**config.mk**
```make
export PLATFORM = sky130hd
export DESIGN_NAME = conv_tap_sequencer
export DESIGN_NICKNAME = d
export VERILOG_FILES = /design/src/rtl/conv_tap_sequencer.sv
export SDC_FILE = /design/constraint.sdc
export NUM_CORES = 1
export LEC_CHECK = 0
export ABC_CLOCK_PERIOD_IN_PS = 7300
export CAP_MARGIN = 20
export CORE_MARGIN = 4
export CORE_UTILIZATION = 45
export CTS_BUF_LIST = sky130_fd_sc_hd__clkbuf_8
export CTS_CLUSTER_DIAMETER = 80
export DETAILED_ROUTE_END_ITERATION = 10
export GPL_TIMING_DRIVEN = 0
export PLACE_DENSITY = 0.73
export RECOVER_POWER = 100
export SLEW_MARGIN = 5
export SYNTH_ARGS = -nofsm -noshare
export SYNTH_HDL_FRONTEND = slang
export SYNTH_SLANG_ARGS = --single-unit
```
**constraint.sdc**
```tcl
create_clock -name clk -period 7.3 [get_ports clk]
set_clock_uncertainty 0.2 [all_clocks]
set_input_delay 0.73 -clock clk [delete_from_list [all_inputs] [get_ports clk]]
set_output_delay 0.73 -clock clk [all_outputs]
set_load 0.02 [all_outputs]
```
**src/rtl/conv_tap_sequencer.sv**
```systemverilog
// Tap sequencer for a single MAC PE: walks the K x K x CH window of every output
// pixel of one IFM tile, drives SRAM reads and PE enables, and hands out psums.
module conv_tap_sequencer #(
    parameter int K_SIZE     = 3,
    parameter int IFM_W      = 16,
    parameter int IFM_H      = 16,
    parameter int CH         = 4,
    parameter int ADDR_WIDTH = 12
) (
    input  logic                  clk,
    input  logic                  rst_n,
    input  logic                  start,
    output logic                  busy,
    output logic                  done,
    output logic                  rd_en,
    output logic [ADDR_WIDTH-1:0] ifm_addr,
    output logic [ADDR_WIDTH-1:0] wgt_addr,
    output logic                  set_reg,
    output logic                  pe_first,
    output logic                  out_valid,
    input  logic                  out_ready,
    output logic [ADDR_WIDTH-1:0] out_addr
);
    localparam int OW = IFM_W - K_SIZE + 1;
    localparam int OH = IFM_H - K_SIZE + 1;
    localparam int KW = $clog2(K_SIZE + 1);
    localparam int CW = $clog2(CH + 1);
    localparam int XW = $clog2(OW + 1);
    localparam int YW = $clog2(OH + 1);

    localparam logic [KW-1:0] K_LAST  = KW'(K_SIZE - 1);
    localparam logic [KW-1:0] K_ONE   = KW'(1);
    localparam logic [KW-1:0] K_ZERO  = KW'(0);
    localparam logic [CW-1:0] C_LAST  = CW'(CH - 1);
    localparam logic [CW-1:0] C_ONE   = CW'(1);
    localparam logic [CW-1:0] C_ZERO  = CW'(0);
    localparam logic [XW-1:0] OX_LAST = XW'(OW - 1);
    localparam logic [XW-1:0] OX_ONE  = XW'(1);
    localparam logic [XW-1:0] OX_ZERO = XW'(0);
    localparam logic [YW-1:0] OY_LAST = YW'(OH - 1);
    localparam logic [YW-1:0] OY_ONE  = YW'(1);
    localparam logic [YW-1:0] OY_ZERO = YW'(0);

    localparam logic [ADDR_WIDTH-1:0] A_ZERO = ADDR_WIDTH'(0);
    localparam logic [ADDR_WIDTH-1:0] A_ONE  = ADDR_WIDTH'(1);
    // Address jumps when kx wraps, when ky wraps, and when ox wraps to a new row.
    localparam logic [ADDR_WIDTH-1:0] STEP_ROW = ADDR_WIDTH'(IFM_W - K_SIZE + 1);
    localparam logic [ADDR_WIDTH-1:0] STEP_CH  =
        ADDR_WIDTH'(IFM_H * IFM_W - (K_SIZE - 1) * IFM_W - (K_SIZE - 1));
    localparam logic [ADDR_WIDTH-1:0] STEP_PIX_ROW = ADDR_WIDTH'(K_SIZE);

    typedef enum logic [2:0] {
        S_IDLE = 3'd0,
        S_RUN  = 3'd1,
        S_LAT  = 3'd2,
        S_OUT  = 3'd3,
        S_FIN  = 3'd4
    } state_t;

    state_t                r_state;
    logic [KW-1:0]         r_kx;
    logic [KW-1:0]         r_ky;
    logic [CW-1:0]         r_c;
    logic [XW-1:0]         r_ox;
    logic [YW-1:0]         r_oy;
    logic [ADDR_WIDTH-1:0] r_pix_base;
    logic [ADDR_WIDTH-1:0] r_ifm_addr;
    logic [ADDR_WIDTH-1:0] r_wgt_addr;
    logic [ADDR_WIDTH-1:0] r_out_addr;
    logic                  r_busy;
    logic                  r_done;
    logic                  r_rd_en;
    logic                  r_set_reg;
    logic                  r_pe_first;
    logic                  r_out_valid;

    logic                  w_first_tap;
    logic                  w_last_pix;
    logic [ADDR_WIDTH-1:0] w_next_pix;

    assign w_first_tap = (r_kx == K_ZERO) && (r_ky == K_ZERO) && (r_c == C_ZERO);
    assign w_last_pix  = (r_ox == OX_LAST) && (r_oy == OY_LAST);
    assign w_next_pix  = (r_ox == OX_LAST) ? (r_pix_base + STEP_PIX_ROW)
                                           : (r_pix_base + A_ONE);

    // Sequencer FSM with all outputs, counters and incremental address bases.
    always_ff @(posedge clk or negedge rst_n) begin
        if (!rst_n) begin
            r_state     <= S_IDLE;
            r_kx        <= K_ZERO;
            r_ky        <= K_ZERO;
            r_c         <= C_ZERO;
            r_ox        <= OX_ZERO;
            r_oy        <= OY_ZERO;
            r_pix_base  <= A_ZERO;
            r_ifm_addr  <= A_ZERO;
            r_wgt_addr  <= A_ZERO;
            r_out_addr  <= A_ZERO;
            r_busy      <= 1'b0;
            r_done      <= 1'b0;
            r_rd_en     <= 1'b0;
            r_set_reg   <= 1'b0;
            r_pe_first  <= 1'b0;
            r_out_valid <= 1'b0;
        end else begin
            // SRAM data lands one cycle after the strobe, so the PE enable trails it.
            r_set_reg  <= r_rd_en;
            r_pe_first <= r_rd_en & w_first_tap;
            case (r_state)
                S_IDLE: begin
                    r_done <= 1'b0;
                    if (start) begin
                        r_state    <= S_RUN;
                        r_busy     <= 1'b1;
                        r_rd_en    <= 1'b1;
                        r_kx       <= K_ZERO;
                        r_ky       <= K_ZERO;
                        r_c        <= C_ZERO;
                        r_ox       <= OX_ZERO;
                        r_oy       <= OY_ZERO;
                        r_pix_base <= A_ZERO;
                        r_ifm_addr <= A_ZERO;
                        r_wgt_addr <= A_ZERO;
                        r_out_addr <= A_ZERO;
                    end else begin
                        r_state <= S_IDLE;
                    end
                end
                S_RUN: begin
                    r_wgt_addr <= r_wgt_addr + A_ONE;
                    if (r_kx != K_LAST) begin
                        r_kx       <= r_kx + K_ONE;
                        r_ifm_addr <= r_ifm_addr + A_ONE;
                    end else if (r_ky != K_LAST) begin
                        r_kx       <= K_ZERO;
                        r_ky       <= r_ky + K_ONE;
                        r_ifm_addr <= r_ifm_addr + STEP_ROW;
                    end else if (r_c != C_LAST) begin
                        r_kx       <= K_ZERO;
                        r_ky       <= K_ZERO;
                        r_c        <= r_c + C_ONE;
                        r_ifm_addr <= r_ifm_addr + STEP_CH;
                    end else begin
                        r_kx    <= K_ZERO;
                        r_ky    <= K_ZERO;
                        r_c     <= C_ZERO;
                        r_rd_en <= 1'b0;
                        r_state <= S_LAT;
                    end
                end
                S_LAT: begin
                    r_out_valid <= 1'b1;
                    r_state     <= S_OUT;
                end
                S_OUT: begin
                    if (out_ready) begin
                        r_out_valid <= 1'b0;
                        if (w_last_pix) begin
                            r_busy  <= 1'b0;
                            r_done  <= 1'b1;
                            r_state <= S_FIN;
                        end else begin
                            if (r_ox == OX_LAST) begin
                                r_ox <= OX_ZERO;
                                r_oy <= r_oy + OY_ONE;
                            end else begin
                                r_ox <= r_ox + OX_ONE;
                            end
                            r_pix_base <= w_next_pix;
                            r_ifm_addr <= w_next_pix;
                            r_wgt_addr <= A_ZERO;
                            r_out_addr <= r_out_addr + A_ONE;
                            r_rd_en    <= 1'b1;
                            r_state    <= S_RUN;
                        end
                    end else begin
                        r_state <= S_OUT;
                    end
                end
                S_FIN: begin
                    r_done  <= 1'b0;
                    r_state <= S_IDLE;
                end
                default: begin
                    r_state     <= S_IDLE;
                    r_busy      <= 1'b0;
                    r_done      <= 1'b0;
                    r_rd_en     <= 1'b0;
                    r_out_valid <= 1'b0;
                end
            endcase
        end
    end

    assign busy      = r_busy;
    assign done      = r_done;
    assign rd_en     = r_rd_en;
    assign ifm_addr  = r_ifm_addr;
    assign wgt_addr  = r_wgt_addr;
    assign set_reg   = r_set_reg;
    assign pe_first  = r_pe_first;
    assign out_valid = r_out_valid;
    assign out_addr  = r_out_addr;

endmodule

```
==> results of run 1 <==
==> power by group <==
group / total [µW] / leakage, µW / internal (µW) / switching, µW
combinational: 558 / 0.00111 / 236 / 322
clock: 323 / 0.000112 / 173 / 150
sequential: 591 / 0.000942 / 485 / 106
total: 1470 / 0.00217 / 894 / 578
==> stage by stage <==
stage / setup WS, ps / hold slack [ps]
after CTS: 4423 / 106.4
after floorplan: 4931 / 234.4
after detailed placement: 4054 / 293.2
final: 3433 / 303.4
after global placement: 2759 / 282.0
after global routing: 2640 / 326.3
==> synthesized netlist by cell type, types with 7 or more instances <==
| master | instances |
|---|---|
| dfrtp_1 | 72 |
| clkbuf_1 | 17 |
| xor2_1 | 13 |
| xnor2_1 | 14 |
| a21oi_1 | 24 |
| a21o_1 | 9 |
| inv_1 | 16 |
| nor3_1 | 17 |
| or3_1 | 7 |
| nand2_1 | 62 |
| nor2_1 | 39 |
| nand3_1 | 24 |
| ha_1 | 12 |
| nand4_1 | 9 |
| o21ai_0 | 48 |
==> logic make-up after synthesis <==
group           share of synthesized area [%]
compound gates                          20.25
xor+xnor                                5.755
fa+ha+maj                               4.141
buf+inv                                 3.989
flops                                   43.85
mux                                    0.2436
simple gates                            21.77
==> final cells by class <==
| cell class | instances | area [µm²] |
|---|---|---|
| tap | 108 | 135.1 |
| fill | 817 | 3934 |
| sequential | 72 | 1802 |
| clock inverter | 5 | 47.55 |
| multi-input combinational | 357 | 2132 |
| timing repair buffer | 46 | 447.9 |
| buffer | 23 | 96.34 |
| clock buffer | 11 | 151.4 |
| inverter | 16 | 60.06 |
==> metal layers <==
metal  up-vias  global-route usage, %  wire, µm
li1       1785                      -         -
met1      1773                  26.86      4703
met2        89                  31.36      4798
met3        12                  3.483       438
met4         0                  8.357       183
met5         -                      0         0
==> layout by cell type (no fill, tap or decap), types with 3 or more instances in the layout <==
cell / instances
a21o_1: 9
and3_1: 5
a21oi_1: 24
nand3_1: 24
o21ai_0: 49
ha_1: 12
nand2_1: 62
nand4_1: 9
nor4_1: 4
dfrtp_1: 72
a22o_1: 3
inv_1: 18
nand2b_1: 5
o41ai_1: 3
or3_1: 7
xor2_1: 13
nor3_1: 17
nor2b_1: 3
a31oi_1: 4
a22oi_1: 3
clkbuf_8: 11
o31ai_1: 3
nor2_1: 39
dlygate4sd3_1: 44
clkbuf_1: 22
xnor2_1: 14
==> how the worst min path moves through the flow <==
stage,to,cells after the start
global route,r_pix_base[11]$_DFFE_PN0P_,1
CTS,set_reg$_DFF_PN0_,1
floorplan,busy$_DFFE_PN0P_,0
global placement,r_pix_base[11]$_DFFE_PN0P_,1
finish,r_pix_base[11]$_DFFE_PN0P_,1
detailed placement,r_pix_base[11]$_DFFE_PN0P_,1
==> results.md, run 1 <==
- Outcome: finished, violations left
- Violated checks: max-capacitance violations, max-slew violations
- CTS tree: yes
- Crit path required time: 7070 ps
- H-Tree Depth: 3
- Max Fclk: 0.2586 GHz
- FFs w/ async S/R, synth: 100.0%
- Leakage: 0.002168 µW
- Area grow syn2layout: 18.57%
- Top cell by count, worst path: clkbuf_1
- Layout cells sized above 1: 3.962%
- Share of the synthesized area in the top cell type: 43.85%
- Detailed Place HPWL: 7432 µm
- DP Area: 0.004720 mm²
- Setup crit end: r_pix_base[6]$_DFFE_PN0P_
- Synth Warn #: 0
- Ratio of total power to cell area: 302.0 mW/mm²
- CP Class: input port to asynchronous set/reset pin
- Chip Width: 103.6 µm
- First-pass GRT wire length: 17770 µm
- CP Max Fanout: 44
- Final Wtd Congestion: 0.9212
- Vias in the first global route: 3601
- DR pass1 iterations: 5
- Worst Path Buf+Inv: 2
- Final Max Slew Viols: 75
- Avg Cell Area, Syn: 8.780 µm²
- Worst r2r src: r_ox[0]$_DFFE_PN0P_
- Via density: 5.735
- Layout Nets: 542
- CTS sink cnt: 72
- Startpoint Class: input port
- Unique masters post-synth: 61
- Port Buffers: 45
- Via count: 3659
- Worst-path cell chain: clkbuf_1 -> clkbuf_1
- Critical path's largest stage delay: 1750 ps
- Final worst path period share: 52.98%
- Yosys reg bits: 72
- Avg WL per Cell: 15.87 µm
- Crit. Startpoint: rst_n
- GRT overflow: 0
- RSZ-0062 raised after global routing: no
- Die Area: 0.01072 mm²
- Critical path depth: 2
- Reg2reg setup slack: 4450 ps
- Post-layout util: 55.33%
- Synthesized instance count: 468
- Detailed-route DRC error count: 0
- CP Capture Type: asynchronous set/reset pin
- Global Route Usage Sum: 19.79%
- Max Cap Viol: 2
- Hold_buf cts: 0
- Initial DRC count: 208
- Register area share after synthesis: 43.85%
- Routed WL: 10120 µm
- CTS buffer count: 9
- Core area: 0.008806 mm²
- Cell Rows: 34
- Reg-to-reg endpoint: ifm_addr[6]$_DFFE_PN0P_
- Post-synth EDFFs: 0
- CTS Root Buffer Type: clkbuf_8
- Initial antenna violation count: 0
- Max rail drop VDD: 0.1149 mV
- Number of diodes: 0
- Final Hold Vio Count: 0
- CP max-delay cell: clkbuf_1
- Tot Pwr: 1471 µW
- Worst hold path startpoint: r_pix_base[11]$_DFFE_PN0P_
- Reg2Reg Depth: 10
- Finish-stage setup viols: 0
- Clk slew on worst S/H paths: 70 ps
- Setup TNS: 0 ps
- Leading area contributor after synthesis: dfrtp_1
- Post-CTS Resized: 0
- Initial core utilization: 46.66%
- Final cell count without fillers: 638
- Relative slew slack: -56.67%
- Slew @ Worst Pin: 2350 ps
- Cell Area, Synth: 0.004109 mm²
- Top delay family on crit path: buffers and inverters
- Worst skew pair latency: 350 ps
- I/O pins: 46
- Post-CTS setup buffers: 0
- Die Y-Extent: 103.6 µm
- Inst Count DP: 622
- Final min period: 3867 ps
- Syn Nets: 485
- CP arrival: 3640 ps
- Final instance area: 0.004872 mm²
- Largest cells by area after synthesis: dfrtp_1, o21ai_0, nand2_1
- Top_reg_cell synth: dfrtp_1
- Hold/Removal Path Class: register to register
- Largest net degree at the start of global routing: 45
- Antenna-violating nets left: 0
- Clk buf depth: 2
Note: power is estimated with default switching activity, not from simulation.
==> run 2: changes to the inputs <==
ABC_CLOCK_PERIOD_IN_PS = 3590   (was 7300)
clock period = 3.59 ns   (was 7.3 ns; I/O delays follow)
==> run 2 against run 1 <==
Critical path depth up 8. First-iteration DRC count rose by 5.8%. Combinational power increased by 100%. Clock power increased by 100%. Register-to-register slack got worse by 3700 ps. Critical endpoint is now ifm_addr[6]$_DFFE_PN0P_. Non-clock buffer count rose by 1. The run still ends with max-capacitance violations, max-slew violations left. Die area did not move.
==> results.md, run 2 (synthesized netlist as in run 1, its figures left out) <==
- Worst-path cell chain: ha_1 -> nand3_1 -> inv_1 -> fa_1 -> nand3_1 -> nor3_1 -> o21ai_0 -> o41ai_1 -> a21oi_1 -> o22ai_1
- Worst r2r src: r_ox[0]$_DFFE_PN0P_
- Max rail drop VDD: 0.2331 mV (+100%)
- Slew @ Worst Pin: 1721 ps (-629.4 ps)
- Final min period: 2850 ps
- Leakage: 0.002183 µW (+0.66%)
- Reg2Reg Depth: 10 (unchanged)
- Startpoint Class: register
- Die Y-Extent: 103.6 µm (unchanged)
- Detailed-route DRC error count: 0 (unchanged)
- Chip Width: 103.6 µm (unchanged)
- Worst skew pair latency: 350 ps (about the same)
- Violated checks: max-capacitance violations, max-slew violations
- RSZ-0062 raised after global routing: no
- Setup TNS: 0 ps (unchanged)
- Routed WL: 10090 µm (-0.33%)
- Finish-stage setup viols: 0 (unchanged)
- Vias in the first global route: 3606 (+0.14%)
- Core area: 0.008806 mm² (unchanged)
- Max Cap Viol: 1 (-1)
- CTS sink cnt: 72 (unchanged)
- Post-layout util: 55.71% (+0.38 points)
- Worst Path Buf+Inv: 1 (-1)
- Max Fclk: 0.3509 GHz
- Worst Hold End: r_pix_base[11]$_DFFE_PN0P_
- Area grow syn2layout: 19.40%
- Worst hold path startpoint: r_pix_base[11]$_DFFE_PN0P_
- Layout Nets: 543 (+0.18%)
- CP Capture Type: register
- Top delay family on crit path: compound AO/OA/AOI/OAI gates
- Final Hold Vio Count: 0 (unchanged)
- Reg2reg setup slack: 740 ps (-3710 ps)
- Final Max Slew Viols: 29 (-61%)
- GRT overflow: 0 (unchanged)
- Largest net degree at the start of global routing: 45 (unchanged)
- Port Buffers: 45 (unchanged)
- DR pass1 iterations: 5 (unchanged)
- Global Route Usage Sum: 19.83% (+0.040 points)
- Antenna-violating nets left: 0 (unchanged)
- Top cell by count, worst path: nand3_1
- Reg-to-reg endpoint: ifm_addr[6]$_DFFE_PN0P_
- CTS tree: yes
- Clk buf depth: 2 (unchanged)
- CTS Root Buffer Type: clkbuf_8
- Commonest cells after routing, fill and taps aside: dfrtp_1, nand2_1, o21ai_0
- Crit path required time: 3620 ps (-3450 ps)
- Initial DRC count: 220 (+5.8%)
- Via count: 3672 (+0.36%)
- Relative slew slack: -14.71% (+42 points)
- Die Area: 0.01072 mm² (unchanged)
- Hold Path Depth: 1 (unchanged)
- CP max-delay cell: fa_1
- CP Max Fanout: 7 (-84%)
- Final worst path period share: 79.38%
- Detailed Place HPWL: 7432 µm (unchanged)
- CTS buffer count: 9 (unchanged)
- Initial antenna violation count: 0 (unchanged)
- Clk slew on worst S/H paths: 70 ps (about the same)
- CP Class: register to register
- Hold/Removal Path Class: register to register
- Final Wtd Congestion: 0.9212 (unchanged)
- First-pass GRT wire length: 17810 µm (+0.23%)
- Cell Rows: 34 (unchanged)
- Initial core utilization: 46.66% (unchanged)
- Avg WL per Cell: 15.79 µm (-0.48%)
- CP arrival: 2880 ps (-760 ps)
- Outcome: finished, violations left
- H-Tree Depth: 3 (unchanged)
- Final cell count without fillers: 639 (+0.16%)
- Ratio of total power to cell area: 610.2 mW/mm² (+100%)
- Via density: 5.746 (+0.20%)
- Number of diodes: 0 (unchanged)
- I/O pins: 46 (unchanged)
- Commonest non-fill, non-tap cell in the layout: dfrtp_1
- Inst Count DP: 622 (unchanged)
- Layout cells sized above 1: 4.143% (+0.18 points)
- Critical path's largest stage delay: 480 ps (-1270 ps)
run 2: cell type report:
class,count,area [µm²]
buffer,23,96.34
fill,812,3900
clock inverter,5,47.55
clock buffer,11,151.4
multi-input combinational,357,2132
timing repair buffer,47,481.7
tap,108,135.1
sequential,72,1802
inverter,16,60.06
run 2: per-layer routing:
metal  part of all wire [%]  GRT usage (%)  wire length, µm  vias up
li1                       -              -                -     1785
met1                     47          26.94             4697     1791
met5                      0              0                0        -
met4                    1.7          8.357              176        0
met3                    4.1          3.420              412       11
met2                     48          31.45             4805       85
run 2: where the power goes:
group / switching, µW / internal (µW)
registers: 214 / 985
clock network: 301 / 352
logic: 657 / 484
total: 1170 / 1820
run 2: what timing repair did:
item	CTS	global route
gates resized for setup	0	0
setup buffers	0	0
hold buffers	1	0
hold endpoints to repair	28	0
run 2: worst max-delay path by stage:
stage / start / end / slack (ps) / cells after the start
6_report: r_ox[0]$_DFFE_PN0P_ / ifm_addr[6]$_DFFE_PN0P_ / 740 / 10
2_1_floorplan: r_ox[0]$_DFFE_PN0P_ / ifm_addr[7]$_DFFE_PN0P_ / 1220 / 9
3_3_place_gp: rst_n / wgt_addr[11]$_DFFE_PN0P_ / -580 / 1
4_1_cts: r_ox[0]$_DFFE_PN0P_ / r_pix_base[9]$_DFFE_PN0P_ / 750 / 7
3_5_place_dp: start / r_pix_base[9]$_DFFE_PN0P_ / 710 / 6
5_1_grt: r_ox[0]$_DFFE_PN0P_ / r_pix_base[9]$_DFFE_PN0P_ / 510 / 7
run 2: worst reg2reg max path, cell delays in order (launching register included):
cell	delay (ps)
dfrtp_1	430
ha_1	220
nand3_1	220
inv_1	140
fa_1	480
nand3_1	230
nor3_1	80
o21ai_0	370
o41ai_1	150
a21oi_1	130
o22ai_1	90
run 2: stage by stage:
stage | area (µm²) | power, µW | hold slack, ps | worst slack, ps
after floorplan | 4109 | 1932 | -136.6 | 1221
after global routing | 4906 | 3219 | 326.3 | 507.5
final | 4906 | 2994 | 303.4 | 740.4
after CTS | 4928 | 3062 | 291.4 | 752.1
after global placement | 4695 | 2363 | 282.0 | -579.8
after detailed placement | 4720 | 2406 | 117.3 | 714.5
